===== src/rtl/spi_mem_readback.sv =====
`timescale 1ns/1ps
// -----------------------------------------------------------------------------
// spi_mem_readback
//
// SPI-slave memory dumper. While the host holds device_mem_read_en high, the
// core is held in reset and memory is read one byte at a time from address 0
// upward. Each byte is shifted out on device_MISO, SPI mode 0, MSB first.
// One byte is prefetched into a buffer so that the next byte is ready by the
// time the shifter needs it.
//
// Optional feature (macro SPI_READBACK_LIMIT_EN): reads stop after address
// MEM_BYTES-1. Later bytes are sent as 0x00 and next_addr stays at MEM_BYTES.
// Without the macro, reads continue and the address wraps at 2^ADDR_W.
//
// Ports:
//   clk, rstn           system clock, synchronous active-low reset
//   device_mem_read_en  host dump request (level)
//   core_dump_resetn    core reset, active-low, = ~device_mem_read_en
//   mem_read_addr       byte address to memory
//   mem_read_en         one-cycle read strobe
//   mem_read_data       read data, valid one clk after mem_read_en
//   device_SCK/CSn      SPI clock / chip select from host (asynchronous)
//   device_MOSI         unused
//   device_MISO         serial data to host
// -----------------------------------------------------------------------------
module spi_mem_readback #(
   parameter int unsigned ADDR_W    = 32,
   parameter int unsigned MEM_BYTES = 4096
) (
   input  logic              clk,
   input  logic              rstn,
   input  logic              device_mem_read_en,
   output logic              core_dump_resetn,
   output logic [ADDR_W-1:0] mem_read_addr,
   output logic              mem_read_en,
   input  logic [7:0]        mem_read_data,
   input  logic              device_SCK,
   input  logic              device_CSn,
   input  logic              device_MOSI,
   output logic              device_MISO
);

   typedef enum logic [1:0] {
      DISABLED = 2'd0,
      FETCH    = 2'd1,
      WAIT     = 2'd2,
      HOLD     = 2'd3
   } state_t;

   state_t            state, state_nxt;

   logic [1:0]        sck_sync, csn_sync;
   logic              sck_d, csn_d;
   logic              sck_s, csn_s;
   logic              sck_fall, csn_fall;

   logic [ADDR_W-1:0] next_addr;
   logic [7:0]        buffer, shifter, load_val;
   logic              buf_valid;
   logic              sh_full;     // shifter holds a whole byte with no bit sent yet
   logic [2:0]        bit_cnt;
   logic              frame_start, sck_shift, fetch_ok;
   logic              unused_inputs;

   // MOSI is never loaded; MEM_BYTES only matters with the limit enabled.
   assign unused_inputs = ^{device_MOSI, MEM_BYTES};

   // Two-flop synchronizers plus one delayed copy for edge detection.
   // NOTE: reset is synchronous here, so rstn is tested inside the clocked
   // branch and never appears in the sensitivity list; state updates use <=
   // so every flop samples the pre-edge values of the others.
   always_ff @(posedge clk) begin
      if (!rstn) begin
         sck_sync <= 2'b00;
         sck_d    <= 1'b0;
         csn_sync <= 2'b11;
         csn_d    <= 1'b1;
      end else begin
         sck_sync <= {sck_sync[0], device_SCK};
         sck_d    <= sck_sync[1];
         csn_sync <= {csn_sync[0], device_CSn};
         csn_d    <= csn_sync[1];
      end
   end

   assign sck_s    = sck_sync[1];
   assign csn_s    = csn_sync[1];
   assign sck_fall = sck_d & ~sck_s;
   assign csn_fall = csn_d & ~csn_s;

`ifdef SPI_READBACK_LIMIT_EN
   assign fetch_ok = (next_addr != ADDR_W'(MEM_BYTES));
`else
   assign fetch_ok = 1'b1;
`endif

   // FSM state register.
   always_ff @(posedge clk) begin
      if (!rstn) state <= DISABLED;
      else       state <= state_nxt;
   end

   // FSM next state and read strobe.
   // NOTE: every output of this block gets a default first, so no path
   // leaves a value unassigned and no latch is inferred.
   always_comb begin
      state_nxt   = state;
      mem_read_en = 1'b0;
      case (state)
         DISABLED: if (device_mem_read_en) state_nxt = FETCH;
         FETCH: begin
            mem_read_en = 1'b1;
            state_nxt   = WAIT;
         end
         WAIT:     state_nxt = HOLD;
         HOLD:     if (!buf_valid && fetch_ok) state_nxt = FETCH;
         default:  state_nxt = DISABLED;
      endcase
      if (!device_mem_read_en) state_nxt = DISABLED;
   end

   assign mem_read_addr    = next_addr;
   assign core_dump_resetn = ~device_mem_read_en;

   // A byte is sent as 0x00 whenever the prefetch buffer is empty.
   assign load_val    = buf_valid ? buffer : 8'h00;
   assign frame_start = csn_fall && (state != DISABLED);
   assign sck_shift   = sck_fall && !csn_s && !frame_start;

   // NOTE: the prefetch buffer has no reset; its content is ignored while
   // buf_valid is low, so a reset would only cost routing.
   always_ff @(posedge clk) begin
      if (state == WAIT) buffer <= mem_read_data;
   end

   always_ff @(posedge clk) begin
      if (!rstn || state == DISABLED) begin
         next_addr <= '0;
         buf_valid <= 1'b0;
         shifter   <= 8'h00;
         bit_cnt   <= 3'd0;
         sh_full   <= 1'b0;
      end else begin
         if (state == WAIT) next_addr <= next_addr + ADDR_W'(1);

         // A fresh capture wins over a consume in the same cycle: the
         // consume then took 0x00 from the still-empty buffer.
         if (state == WAIT)
            buf_valid <= 1'b1;
         else if ((frame_start && !sh_full) || (sck_shift && bit_cnt == 3'd7))
            buf_valid <= 1'b0;

         if (frame_start) begin
            bit_cnt <= 3'd0;
            // A byte loaded at the end of the previous frame with none of its
            // bits sent is kept; a partially sent byte is dropped.
            if (!sh_full) begin
               shifter <= load_val;
               sh_full <= buf_valid;
            end
         end else if (sck_shift) begin
            bit_cnt <= bit_cnt + 3'd1;
            if (bit_cnt == 3'd7) begin
               shifter <= load_val;
               sh_full <= buf_valid;
            end else begin
               shifter <= {shifter[6:0], 1'b0};
               sh_full <= 1'b0;
            end
         end
      end
   end

   assign device_MISO = (csn_s || state == DISABLED) ? 1'b0 : shifter[7];

endmodule


===== config.mk =====
export PLATFORM = sky130hd
export DESIGN_NAME = spi_mem_readback
export DESIGN_NICKNAME = d
export VERILOG_FILES = /design/src/rtl/spi_mem_readback.sv
export SDC_FILE = /design/constraint.sdc
export NUM_CORES = 1
export LEC_CHECK = 0
export CELL_PAD_IN_SITES_DETAIL_PLACEMENT = 0
export CELL_PAD_IN_SITES_GLOBAL_PLACEMENT = 1
export CORE_UTILIZATION = 39
export DETAILED_ROUTE_END_ITERATION = 10
export PLACE_DENSITY_LB_ADDON = 0.3
export SLEW_MARGIN = 20
export SYNTH_ARGS = -nofsm -noshare
export SYNTH_HDL_FRONTEND = slang
export SYNTH_SLANG_ARGS = --single-unit

===== constraint.sdc =====
create_clock -name clk -period 3.3 [get_ports clk]
set_input_delay 0.66 -clock clk [delete_from_list [all_inputs] [get_ports clk]]
set_output_delay 0.66 -clock clk [all_outputs]
set_load 0.01 [all_outputs]

==> run metrics <==
status finished, final reports clean; hold_ws 0.406 ns; post-route ant nets 0; Critical Path Start Type flop; Setup Viol. Count Final 0; core area 6830 um2; Final Cycle Share between 70% and 80%; drt pass-1 iters 5; Rel. slew slack a little over two fifths; HP Class reg2reg; P&R area growth vs syn 28.4%; deepest clock path buffer count 2; Placer Congestion 0.804; FMAX 0.389 GHz; Synth async-reset ratio 0%; Clk Latency, worst-skew pair 0.34 ns; post-synthesis average cell area 9.23 um2; H-tree depth 3; initial antenna violation count 0; unrepaired setup endpoints after global routing no; Post-synth EDFFs 8; Post-CTS Resized 0; Crit Path Class reg2out; Initial Utilization 40.4%; VDD IR-drop max roughly 0.00032 V; layout cells sized above 1 approximately 6.6%; post-synthesis cell count 299; Tmin final ~2.6 ns; largest area contributor in the netlist dfxtp_1; syn_nets 321; pin count of the biggest net entering global routing 28; CP max FO 6; Post-Route WL 5600 um; clk slew on worst S/H paths around 0.06 ns; Cell Rows 30; top cell type's share of synthesized area approximately two fifths; vias per inst slightly above 5; synth top area cells dfxtp_1 (38%), edfxtp_1 (8.7%), a21oi_1 (6.5%); fin. max-slew vios 0; total gr overflow 0; maxcap violations 0; Fin Setup TNS 0 ns; port bufs 47; Worst EP required 2.64 ns; drt initial violations between 60 and 70; hold buffer count at CTS 0; Clock Skew ~0.0083 ns; n_diodes 0; total power ~1.6 mW; Die H 86.1 um; sequential area share after synthesis between 40% and 50%; Main synth FF type dfxtp_1; YS warnings 0; # clock sinks 61; pwr dens 446 nW/um2; CTS root buf clkbuf_8; Setup Buffers After CTS 0; worst slew pin tran roughly 0.87 ns; DRC violations left 0; Tot GR Track Use about 16%; #FFs+latches synth a little over 60; first-pass GRT wire length 9570 um; Crit path arrival time ~1.9 ns; leak pwr between 1 and 1.5 nW; Total Nets Final 366; Final Hold Vio Count 0; filler cell count in the final layout between 600 and 700; die footprint 7410 um2; vias in the first global route roughly 2,100; I/O pin total 49; Netlist Area Pre-Place 2760 um2; DR WL/cell ~13 um; via count about 2,300; CTS tree done; TritonCTS Buffers 9; die span in x 86.1 um; CP Capture Type primary output; HPWL Detailed 3890 um; Cell variety after synth 43
layer usage:
layer | wire length (um) | up-vias | global-route usage (%)
li1 | - | 1194 | -
met1 | 2670 | 1060 | 19.5
met2 | 2630 | 47 | 27.7
met3 | 229 | 7 | 4.91
met4 | 70 | 0 | 6.36
met5 | 0 | - | 0
critical path, stage by stage, from the launching register on:
cell	delay, ns
dfxtp_1	0.40
inv_1	0.09
ha_1	0.29
nor3b_1	0.23
clkdlybuf4s50_1	0.57
power by group:
part / switching, mW / internal (mW)
clock: 0.282 / 0.476
combinational: 0.0308 / 0.0288
sequential: 0.00497 / 0.759
total: 0.318 / 1.26
stage by stage:
stage          area (um2)  worst slack (ns)  utilization, %  cells
2_1_floorplan        2760             0.836               -    299
3_3_place_gp         3300             0.801            48.4    429
3_5_place_dp         3300             0.771            48.4    429
4_1_cts              3540             0.717            51.9    445
5_1_grt              3540             0.521            51.9    445
6_report             3540             0.728            51.9    445
area by class of cell:
class	instances	area, um2	share of cell area, %
clock buffer	14	204	5.76
clock inverter	2	35.0	0.989
inverter	11	41.3	1.17
multi-input combinational	212	1340	37.9
sequential	61	1300	36.7
tap	96	120	3.39
timing repair buffer	49	498	14.1
worst paths after layout:
kind	cells after the start	endpoint	slack, ns	startpoint
worst max-delay path	4	device_MISO	0.73	state[0]
worst min-delay path	1	csn_sync[1]	0.41	csn_sync[0]
worst max register to register	6	mem_read_addr[26]	0.78	state[0]
worst min register to register	1	csn_sync[1]	0.41	csn_sync[0]
state kept, by name, indices dropped and copies added (netlist names):
register,flops
buffer,8
sh_full,1
sck_d,1
buf_valid,1
mem_read_addr,32
state,2
shifter,8
csn_sync,2
bit_cnt,3
csn_d,1
sck_sync,2
cell usage after synthesis, types with 2 or more instances:
cell       instances
mux2i_1            5
a2111oi_0          7
dfxtp_1           53
ha_1               8
nand2_1           23
nand4_1            7
or3_1              8
and2_1             4
nor3b_1            3
o21ai_0            9
a21oi_1           36
nand3_1           12
nand2b_1           6
and3_1             2
nor3_1             8
xnor2_1            6
inv_1             11
nor4_1             4
xor2_1             5
clkbuf_1          10
nor2_1            17
buf_4              2
and4_1             6
or4_1             11
edfxtp_1           8
o31ai_1           11
cell families (layout without fill, tap and decap cells):
kind of cell | count (synthesis) | in the layout | synth area share (%)
buffers and inverters | 26 | 76 | 4.13
muxes | 6 | 6 | 2.22
DFF | 61 | 61 | 47.2
AOI/OAI and AO/OA | 69 | 69 | 15.1
adders and majority gates | 8 | 8 | 3.63
and+or+nand+nor | 118 | 118 | 24.3
xor gates and xnor gates | 11 | 11 | 3.49
placed cells by master (no fill, tap or decap), drive strengths merged, types with 3 or more instances in the layout:
cell           count
nor3               8
or3                8
edfxtp             8
xor2               5
o31ai             11
nand3             12
inv               11
o21ai              9
mux2i              5
clkbuf            14
and2               4
and4               6
a21oi             36
or4               11
dfxtp             53
nor4               4
ha                 8
nor2              17
nand2b             6
xnor2              6
nand4              8
clkdlybuf4s50     47
nor3b              3
nand2             23
a2111oi            7
Power figures use the tool's default switching activity.
